<file path="src/rtl/cp0_unit_if.sv">
// cp0_unit_if: bus bundle between the pipeline and the CP0 register block.
// The pipeline side (master) drives the mtc0/mfc0, exception and eret strobes;
// the CP0 side (slave) returns read data, interrupt request and live register values.
interface cp0_unit_if #(
  parameter int NUM_HW_INT = 6
);
  logic [NUM_HW_INT-1:0] hw_int_i;
  logic                  we_i;
  logic [4:0]            waddr_i;
  logic [31:0]           wdata_i;
  logic [4:0]            raddr_i;
  logic [31:0]           rdata_o;
  logic                  exc_valid_i;
  logic [4:0]            exc_code_i;
  logic [31:0]           exc_pc_i;
  logic                  exc_bd_i;
  logic [31:0]           exc_badvaddr_i;
  logic                  eret_i;
  logic                  int_req_o;
  logic                  timer_int_o;
  logic [31:0]           status_o;
  logic [31:0]           cause_o;
  logic [31:0]           epc_o;

  modport master (
    output hw_int_i, we_i, waddr_i, wdata_i, raddr_i,
    output exc_valid_i, exc_code_i, exc_pc_i, exc_bd_i, exc_badvaddr_i, eret_i,
    input  rdata_o, int_req_o, timer_int_o, status_o, cause_o, epc_o
  );

  modport slave (
    input  hw_int_i, we_i, waddr_i, wdata_i, raddr_i,
    input  exc_valid_i, exc_code_i, exc_pc_i, exc_bd_i, exc_badvaddr_i, eret_i,
    output rdata_o, int_req_o, timer_int_o, status_o, cause_o, epc_o
  );
endinterface

</file>
<file path="src/rtl/cp0_unit.sv">
// cp0_unit: MIPS-style coprocessor 0 subset (BadVAddr, Count, Compare, Status,
// Cause, EPC, PRId, Config) with timer interrupt and exception/eret bookkeeping.
module cp0_unit #(
  parameter int          NUM_HW_INT = 6,
  parameter int          COUNT_DIV  = 1,
  parameter int          TIMER_IP7  = 1,
  parameter logic [31:0] PRID_VAL   = 32'h0000_0000,
  parameter logic [31:0] CONFIG_VAL = 32'h0000_8000
) (
  input  logic       clk,
  input  logic       rst,
  cp0_unit_if.slave  bus
);

  localparam logic [4:0] REG_BADVADDR = 5'd8;
  localparam logic [4:0] REG_COUNT    = 5'd9;
  localparam logic [4:0] REG_COMPARE  = 5'd11;
  localparam logic [4:0] REG_STATUS   = 5'd12;
  localparam logic [4:0] REG_CAUSE    = 5'd13;
  localparam logic [4:0] REG_EPC      = 5'd14;
  localparam logic [4:0] REG_PRID     = 5'd15;
  localparam logic [4:0] REG_CONFIG   = 5'd16;

  logic [31:0] r_count;
  logic        r_div_phase;
  logic [31:0] r_compare;
  logic        r_cmp_written;
  logic        r_timer_pend;
  logic [5:0]  r_hw;
  logic [1:0]  r_ip_sw;
  logic        r_bd;
  logic [4:0]  r_exc_code;
  logic        r_cu0;
  logic [7:0]  r_im;
  logic        r_exl;
  logic        r_ie;
  logic [31:0] r_epc;
  logic [31:0] r_badvaddr;

  logic [5:0]  w_hw;
  logic [7:0]  w_ip;
  logic [31:0] w_cause;
  logic [31:0] w_status;
  logic [31:0] w_rdata;
  logic        w_wr_count, w_wr_compare, w_wr_status, w_wr_cause, w_wr_epc;

  assign w_wr_count   = bus.we_i && (bus.waddr_i == REG_COUNT);
  assign w_wr_compare = bus.we_i && (bus.waddr_i == REG_COMPARE);
  assign w_wr_status  = bus.we_i && (bus.waddr_i == REG_STATUS);
  assign w_wr_cause   = bus.we_i && (bus.waddr_i == REG_CAUSE);
  assign w_wr_epc     = bus.we_i && (bus.waddr_i == REG_EPC);

  // Pad the external interrupt lines to the full six IP slots; absent lines read 0.
  genvar gi;
  generate
    for (gi = 0; gi < 6; gi++) begin : g_hw
      if (gi < NUM_HW_INT) begin : g_used
        assign w_hw[gi] = bus.hw_int_i[gi];
      end else begin : g_unused
        assign w_hw[gi] = 1'b0;
      end
    end
  endgenerate

  // IP7 shares hw line 5 with the timer; IP1:0 are the software interrupts.
  assign w_ip     = {r_hw[5] | (r_timer_pend & (TIMER_IP7 != 0)), r_hw[4:0], r_ip_sw};
  assign w_cause  = {r_bd, 15'b0, w_ip, 1'b0, r_exc_code, 2'b0};
  assign w_status = {3'b0, r_cu0, 12'b0, r_im, 6'b0, r_exl, r_ie};

  // Free-running Count; a write reloads it and restarts the divider phase.
  always_ff @(posedge clk) begin
    if (rst) begin
      r_count     <= '0;
      r_div_phase <= 1'b0;
    end else if (w_wr_count) begin
      r_count     <= bus.wdata_i;
      r_div_phase <= 1'b0;
    end else if (COUNT_DIV == 1) begin
      r_count     <= r_count + 32'd1;
    end else begin
      r_div_phase <= ~r_div_phase;
      if (r_div_phase) r_count <= r_count + 32'd1;
    end
  end

  // Compare register and sticky timer pending; writing Compare acknowledges the timer.
  always_ff @(posedge clk) begin
    if (rst) begin
      r_compare     <= '0;
      r_cmp_written <= 1'b0;
      r_timer_pend  <= 1'b0;
    end else if (w_wr_compare) begin
      r_compare     <= bus.wdata_i;
      r_cmp_written <= 1'b1;
      r_timer_pend  <= 1'b0;
    end else if (r_cmp_written && (r_count == r_compare)) begin
      r_timer_pend  <= 1'b1;
    end
  end

  // Cause fields: sampled interrupt lines, software IP bits, exception code and BD.
  always_ff @(posedge clk) begin
    if (rst) begin
      r_hw       <= '0;
      r_ip_sw    <= '0;
      r_bd       <= 1'b0;
      r_exc_code <= '0;
    end else begin
      r_hw <= w_hw;
      if (w_wr_cause) r_ip_sw <= bus.wdata_i[9:8];
      if (bus.exc_valid_i) begin
        r_exc_code <= bus.exc_code_i;
        if (!r_exl) r_bd <= bus.exc_bd_i;
      end
    end
  end

  // Status fields; EXL is owned by exception first, then eret, then software.
  always_ff @(posedge clk) begin
    if (rst) begin
      r_cu0 <= 1'b1;
      r_im  <= '0;
      r_exl <= 1'b0;
      r_ie  <= 1'b0;
    end else begin
      if (w_wr_status) begin
        r_cu0 <= bus.wdata_i[28];
        r_im  <= bus.wdata_i[15:8];
        r_ie  <= bus.wdata_i[0];
      end
      if (bus.exc_valid_i)  r_exl <= 1'b1;
      else if (bus.eret_i)  r_exl <= 1'b0;
      else if (w_wr_status) r_exl <= bus.wdata_i[1];
    end
  end

  // EPC is captured only on the first exception (EXL clear); a committing exception blocks mtc0 EPC.
  always_ff @(posedge clk) begin
    if (rst) begin
      r_epc      <= '0;
      r_badvaddr <= '0;
    end else if (bus.exc_valid_i) begin
      if (!r_exl) r_epc <= bus.exc_bd_i ? (bus.exc_pc_i - 32'd4) : bus.exc_pc_i;
      if ((bus.exc_code_i == 5'd4) || (bus.exc_code_i == 5'd5)) r_badvaddr <= bus.exc_badvaddr_i;
    end else if (w_wr_epc) begin
      r_epc <= bus.wdata_i;
    end
  end

  // mfc0 read mux; reads return register state before any same-cycle write.
  always_comb begin
    w_rdata = '0;
    if (!rst) begin
      case (bus.raddr_i)
        REG_BADVADDR: w_rdata = r_badvaddr;
        REG_COUNT:    w_rdata = r_count;
        REG_COMPARE:  w_rdata = r_compare;
        REG_STATUS:   w_rdata = w_status;
        REG_CAUSE:    w_rdata = w_cause;
        REG_EPC:      w_rdata = r_epc;
        REG_PRID:     w_rdata = PRID_VAL;
        REG_CONFIG:   w_rdata = CONFIG_VAL;
        default:      w_rdata = '0;
      endcase
    end
  end

  assign bus.rdata_o     = w_rdata;
  assign bus.int_req_o   = r_ie & ~r_exl & (|(r_im & w_ip));
  assign bus.timer_int_o = r_timer_pend;
  assign bus.status_o    = w_status;
  assign bus.cause_o     = w_cause;
  assign bus.epc_o       = r_epc;

endmodule

</file>
<file path="src/flat_wrapper.sv">
// flat-port wrapper written by rule: the top's interface ports become plain ports
module cp0_unit_flat 
#(
  parameter int          NUM_HW_INT = 6,
  parameter int          COUNT_DIV  = 1,
  parameter int          TIMER_IP7  = 1,
  parameter logic [31:0] PRID_VAL   = 32'h0000_0000,
  parameter logic [31:0] CONFIG_VAL = 32'h0000_8000
)
  (clk, rst, bus_hw_int_i, bus_we_i, bus_waddr_i, bus_wdata_i, bus_raddr_i, bus_exc_valid_i, bus_exc_code_i, bus_exc_pc_i, bus_exc_bd_i, bus_exc_badvaddr_i, bus_eret_i, bus_rdata_o, bus_int_req_o, bus_timer_int_o, bus_status_o, bus_cause_o, bus_epc_o);
  cp0_unit_if #(.NUM_HW_INT(NUM_HW_INT)) bus_i ();
  input  logic clk;
  input  logic rst;
  input wire logic [$bits(bus_i.hw_int_i)-1:0] bus_hw_int_i;
  input wire logic [$bits(bus_i.we_i)-1:0] bus_we_i;
  input wire logic [$bits(bus_i.waddr_i)-1:0] bus_waddr_i;
  input wire logic [$bits(bus_i.wdata_i)-1:0] bus_wdata_i;
  input wire logic [$bits(bus_i.raddr_i)-1:0] bus_raddr_i;
  input wire logic [$bits(bus_i.exc_valid_i)-1:0] bus_exc_valid_i;
  input wire logic [$bits(bus_i.exc_code_i)-1:0] bus_exc_code_i;
  input wire logic [$bits(bus_i.exc_pc_i)-1:0] bus_exc_pc_i;
  input wire logic [$bits(bus_i.exc_bd_i)-1:0] bus_exc_bd_i;
  input wire logic [$bits(bus_i.exc_badvaddr_i)-1:0] bus_exc_badvaddr_i;
  input wire logic [$bits(bus_i.eret_i)-1:0] bus_eret_i;
  output wire logic [$bits(bus_i.rdata_o)-1:0] bus_rdata_o;
  output wire logic [$bits(bus_i.int_req_o)-1:0] bus_int_req_o;
  output wire logic [$bits(bus_i.timer_int_o)-1:0] bus_timer_int_o;
  output wire logic [$bits(bus_i.status_o)-1:0] bus_status_o;
  output wire logic [$bits(bus_i.cause_o)-1:0] bus_cause_o;
  output wire logic [$bits(bus_i.epc_o)-1:0] bus_epc_o;
  assign bus_i.hw_int_i = bus_hw_int_i;
  assign bus_i.we_i = bus_we_i;
  assign bus_i.waddr_i = bus_waddr_i;
  assign bus_i.wdata_i = bus_wdata_i;
  assign bus_i.raddr_i = bus_raddr_i;
  assign bus_i.exc_valid_i = bus_exc_valid_i;
  assign bus_i.exc_code_i = bus_exc_code_i;
  assign bus_i.exc_pc_i = bus_exc_pc_i;
  assign bus_i.exc_bd_i = bus_exc_bd_i;
  assign bus_i.exc_badvaddr_i = bus_exc_badvaddr_i;
  assign bus_i.eret_i = bus_eret_i;
  assign bus_rdata_o = bus_i.rdata_o;
  assign bus_int_req_o = bus_i.int_req_o;
  assign bus_timer_int_o = bus_i.timer_int_o;
  assign bus_status_o = bus_i.status_o;
  assign bus_cause_o = bus_i.cause_o;
  assign bus_epc_o = bus_i.epc_o;
  cp0_unit #(.NUM_HW_INT(NUM_HW_INT), .COUNT_DIV(COUNT_DIV), .TIMER_IP7(TIMER_IP7), .PRID_VAL(PRID_VAL), .CONFIG_VAL(CONFIG_VAL)) u_core (.clk(clk), .rst(rst), .bus(bus_i));
endmodule
</file>
<file path="config.mk">
export PLATFORM = sky130hd
export DESIGN_NAME = cp0_unit_flat
export DESIGN_NICKNAME = d
export VERILOG_FILES = /design/src/rtl/cp0_unit_if.sv /design/src/rtl/cp0_unit.sv /design/src/flat_wrapper.sv
export SDC_FILE = /design/constraint.sdc
export NUM_CORES = 1
export LEC_CHECK = 0
export ABC_AREA = 1
export CAP_MARGIN = 40
export CELL_PAD_IN_SITES_DETAIL_PLACEMENT = 1
export CELL_PAD_IN_SITES_GLOBAL_PLACEMENT = 2
export CORE_MARGIN = 1
export CORE_UTILIZATION = 28
export CTS_CLUSTER_DIAMETER = 60
export DETAILED_ROUTE_END_ITERATION = 8
export GPL_TIMING_DRIVEN = 0
export PLACE_DENSITY = 0.91
export SETUP_SLACK_MARGIN = 0.2
export SYNTH_ARGS = -nofsm -noshare
export SYNTH_HDL_FRONTEND = slang
export SYNTH_SLANG_ARGS = --single-unit
export TNS_END_PERCENT = 50
</file>
<file path="constraint.sdc">
create_clock -name clk -period 2.61 [get_ports clk]
set_input_delay 0.3915 -clock clk [delete_from_list [all_inputs] [get_ports clk]]
set_output_delay 0.3915 -clock clk [all_outputs]
set_load 0.02 [all_outputs]
</file>
---- After elaboration in Yosys (flattened, before gate mapping) ----
Cells that the tools add are included.
W data, S select, Z words.
cells by class
  $add $sub $neg .......................... 2
  equal/unequal tests ..................... 16
  mux-type cells .......................... 10
  bitwise gates (word level) .............. 5
  reduce and logical (&&, ||, !) cells .... 14
operators with widths
  cell                     number
  $pmux W32 S7             1
  $mux W32                 6
  $eq A5 B4 Y1 const B     11
  $add A32 B1 Y32 const B  1
  $eq A32 B32 Y1           1
  $sub A32 B3 Y32 const B  1
  $eq A5 B3 Y1 const B     2
  $and A8 B8 Y8            1
  $reduce_or A8 Y1         1
  $logic_and A1 B1 Y1      6
  $reduce_and A2 Y1        3
  $eq A5 B5 Y1 const B     1
  $mux W1                  3
  $reduce_bool A3 Y1       1
  $and A1 B1 Y1            2
  $ne A2 B2 Y1 const B     1
  $reduce_bool A2 Y1       1
  $reduce_or A2 Y1         1
  $logic_or A1 B1 Y1       1
  $not A1 Y1               1
  $or A1 B1 Y1             1
word-level totals
  register bits ........................... 155
  input port bits ......................... 123
  output and inout bits ................... 130
  logic and storage cells ................. 61

---- Logic depth before layout (Yosys ltp) ----
  word-level depth ........................ 5
  depth in mapped cells ................... 12
  depth with buffers taken out ............ 12

---- Least setup slack after synthesis ----
No wires, ideal clock.
  path type ............................... input-to-output
  start point ............................. in bus_raddr_i[3]
  end point ............................... out bus_rdata_o[6]
  data arrival time ....................... 1.535 ns
  required time ........................... 2.219 ns
  path slack .............................. 0.683 ns
  stages .................................. 7
  buffers on the path ..................... 1
  cells stage by stage .................... inv_1 > nor2_1 > nand2_1 > nor3_2 > buf_2 > nand2_1 > a41oi_1
between the ends
  word-level cells in the longest chain between the ends .. 3
  elaborated cells on any way between the ends .. 9
  classes of those cells .................. 7 x eq/ne; 2 x mux
ends and longest elaborated chain
  what                                                 line                text
  start: declaration                                   flat_wrapper.sv:18  input wire logic [$bits(bus_i.raddr_i)-1:0] bus_raddr_i;
  $eq A5 B5 Y1 / $eq A5 B4 Y1 (equally long branches)  cp0_unit.sv:154     case (bus.raddr_i)
  $pmux W32 S7 (*)                                     cp0_unit.sv:154
  $mux W32 (*)                                         cp0_unit.sv:153     if (!rst) begin
  end: declaration                                     flat_wrapper.sv:25  output wire logic [$bits(bus_i.rdata_o)-1:0] bus_rdata_o;
Mark *: on every way between the ends. The rest lies on a longest branch, timed or not.

---- Worst setup path in the final report ----
  start point ............................. in rst
  end point ............................... out bus_rdata_o[3]
between the ends
  word-level cells in the longest chain between the ends .. 1
ends and longest elaborated chain
  what                line                text
  start: declaration  flat_wrapper.sv:13  input logic rst;
  $mux W32            cp0_unit.sv:153
Every way passes these cells.

==> metrics <==
Initial Util=28.7%; clk_lat worst skew=440 ps; die area=0.0345 sq mm; worst r2r src=u_core.r_count[0]$_SDFF_PP0_; Longest Clk Path Bufs=2; first-pass GRT wire length=68.2 mm; ys flop type=dfxtp_1; height of the die=186 um; Max Freq=412 MHz; max-slew violation count=0; clk slew on worst S/H paths=70 ps; required time worst endpoint=2220 ps; IO buf count=213; Hold Crit Start=u_core.bus.timer_int_o$_SDFFE_PP0P_; type of origin of the critical path=input pin; Worst Setup SP=rst; # IOs=253; initial antenna violation count=3; WP data arrival=2040 ps; synth warn=0; GPL Wtd Cong=0.937; WHS=466 ps; Seq/Total Area, Yosys=32.8%; worst-margin pin slew=854 ps; Area contributors post-synth=dfxtp_1 33%, nand2_1 11%, nor2_1 7.4%, o21ai_0 7.3%, inv_1 6.1%; kind of critical path=input pin to primary output; RSZ-0062 raised after global routing=yes; WL per Instance=21.1 um; post-synth cell types=52; most frequent cells after synthesis=265 x nand2_1, 186 x nor2_1, 155 x dfxtp_1; Leak=0.00543 uW; final hold viol count=0; worst vdd rail ir drop=0.000437 V; Synth Area per Inst=6.51 sq um; drt total wl=46.4 mm; hpwl dp=37.2 mm; Area Growth Syn to Fin=41.5%; Rel. slew slack=43.1%; largest net degree at the start of global routing=17; Clock Sinks=155; Root Buffer=clkbuf_16; cell with the most instances after synthesis=nand2_1; Post-synth EDFFs=0; synthesized cell area=0.00945 sq mm; CORE AREA=0.0329 sq mm; number of global-route vias before repair=11242; Final ANT Viol Nets=0; Filler Cell Count=4246; max_cap viols=0; worst-path fanout max=10; DRC=0; initial drt markers=731; final setup TNS=0 ps; fraction of layout cells with a size suffix above 1=15.3%; vias after detailed routing=11145; vias per inst=5.08; Async SR Flop Fraction=0%; Final Setup Violations=0; worst min path class=flop to flop; GRT overflow=0; status=finished, final reports clean; Total GRT Usage=26.8%; nets=1861; endpoint class of the critical path=primary output; final worst path period share=93.0%; CTS buffer count=17; flops & latches, synth=155; PwrDens=459 mW/mm^2; cell area after layout=0.0134 sq mm; Yosys top cell area share=32.8%; CTS tree=built; row count=66; min Tclk post-route=2430 ps; post-placement cell area=0.0123 sq mm; CTS Hold Buffers Added=0; Cells after Synth=1450; Max H-tree Level=4; Clock Skews=8.95 ps; Die W=186 um; largest area contributor in the synthesized netlist=dfxtp_1; drt first pass iters=5; final core area utilization=40.7%
-- routing by layer --
metal | GRT usage (%) | part of all wire [%] | routed length, um
met5 | 0 | 0 | 0
met4 | 10.5 | 3.5 | 1640
met3 | 2.84 | 5.5 | 2550
met1 | 34.5 | 43 | 19900
met2 | 45.6 | 48 | 22200
-- kinds of logic after synthesis --
group / share of synthesized area (%)
AOI/OAI and AO/OA: 21.2
xor gates and xnor gates: 2.32
adders and majority gates: 0.265
buffers and inverters: 13.7
DFF: 32.8
other: 0.0397
and+or+nand+nor: 29.6
-- per-stage QoR --
stage / setup WS, ps / cells / power, uW
CTS: 176 / 2185 / 6110
detailed placement: -853 / 2143 / 3610
floorplan: 683 / 1488 / 3050
finish: 183 / 2194 / 6140
global route: 161 / 2192 / 6320
global placement: -847 / 2143 / 3590
-- final cells by class --
cell class / instances / area (sq um) / area share (%)
Clock buffer: 19 / 453 / 3.39
Antenna cell: 3 / 7.51 / 0.0562
Multi-Input combinational cell: 1045 / 5510 / 41.2
Timing Repair Buffer: 229 / 2220 / 16.6
Sequential cell: 155 / 3100 / 23.2
Clock inverter: 13 / 131 / 0.983
Inverter: 168 / 632 / 4.73
Tap cell: 442 / 553 / 4.14
Buffer: 120 / 757 / 5.66
-- path summary, 6_finish.rpt --
path	to	slack, ps	cells after the start
min	u_core.bus.timer_int_o$_SDFFE_PP0P_	470	2
max reg2reg	u_core.r_count[24]$_SDFF_PP0_	610	10
max	bus_rdata_o[3]	180	5
min reg2reg	u_core.bus.timer_int_o$_SDFFE_PP0P_	470	2
-- cell usage in the layout (no fill, tap or decap), drive strengths merged, types with 3 or more instances in the layout --
cell type / netlist / final
a22oi: 4 / 4
nand4: 27 / 27
a21oi: 109 / 109
nor3: 24 / 24
o211ai: 14 / 14
conb: 1 / 39
o21bai: 8 / 8
inv: 167 / 172
clkbuf: 39 / 60
nand3: 86 / 86
diode: 0 / 3
and3: 3 / 3
buf: 81 / 128
xor2: 23 / 23
o21ai: 146 / 146
o22ai: 13 / 13
dfxtp: 155 / 155
or2: 8 / 8
a41oi: 3 / 3
o22a: 17 / 17
clkdlybuf4s50: 0 / 175
a31oi: 34 / 34
clkinv: 1 / 8
nand2: 271 / 271
clkdlybuf4s15: 0 / 3
nor2: 202 / 202
-- critical path, stage by stage --
cell             delay (ps)
clkdlybuf4s50_1         600
clkbuf_2                340
buf_2                   410
a21oi_1                 110
buf_2                   180
-- power by group --
part	internal, uW	switching [uW]	total [uW]
Clock	1390	1140	2520
Combinational	456	627	1080
Sequential	2450	87.5	2530
-- registers in the layout, summed over array words and instances, names as in the netlist --
signal                  cells
u_core.r_hw                 6
u_core.r_compare           32
u_core.r_im                 8
u_core.r_ip_sw              2
u_core.bus.epc_o           32
u_core.bus.timer_int_o      1
u_core.r_count             32
u_core.r_bd                 1
u_core.r_cmp_written        1
u_core.r_exl                1
u_core.r_exc_code           5
u_core.r_ie                 1
u_core.r_cu0                1
u_core.r_badvaddr          32
-- repair_timing --
item,4_1_cts,5_1_grt
resized for setup,236,48
cloned,1,1
pin swaps,11,12
endpoints found under the setup margin,33,32
setup buffers,9,5
Power figures use the tool's default switching activity.
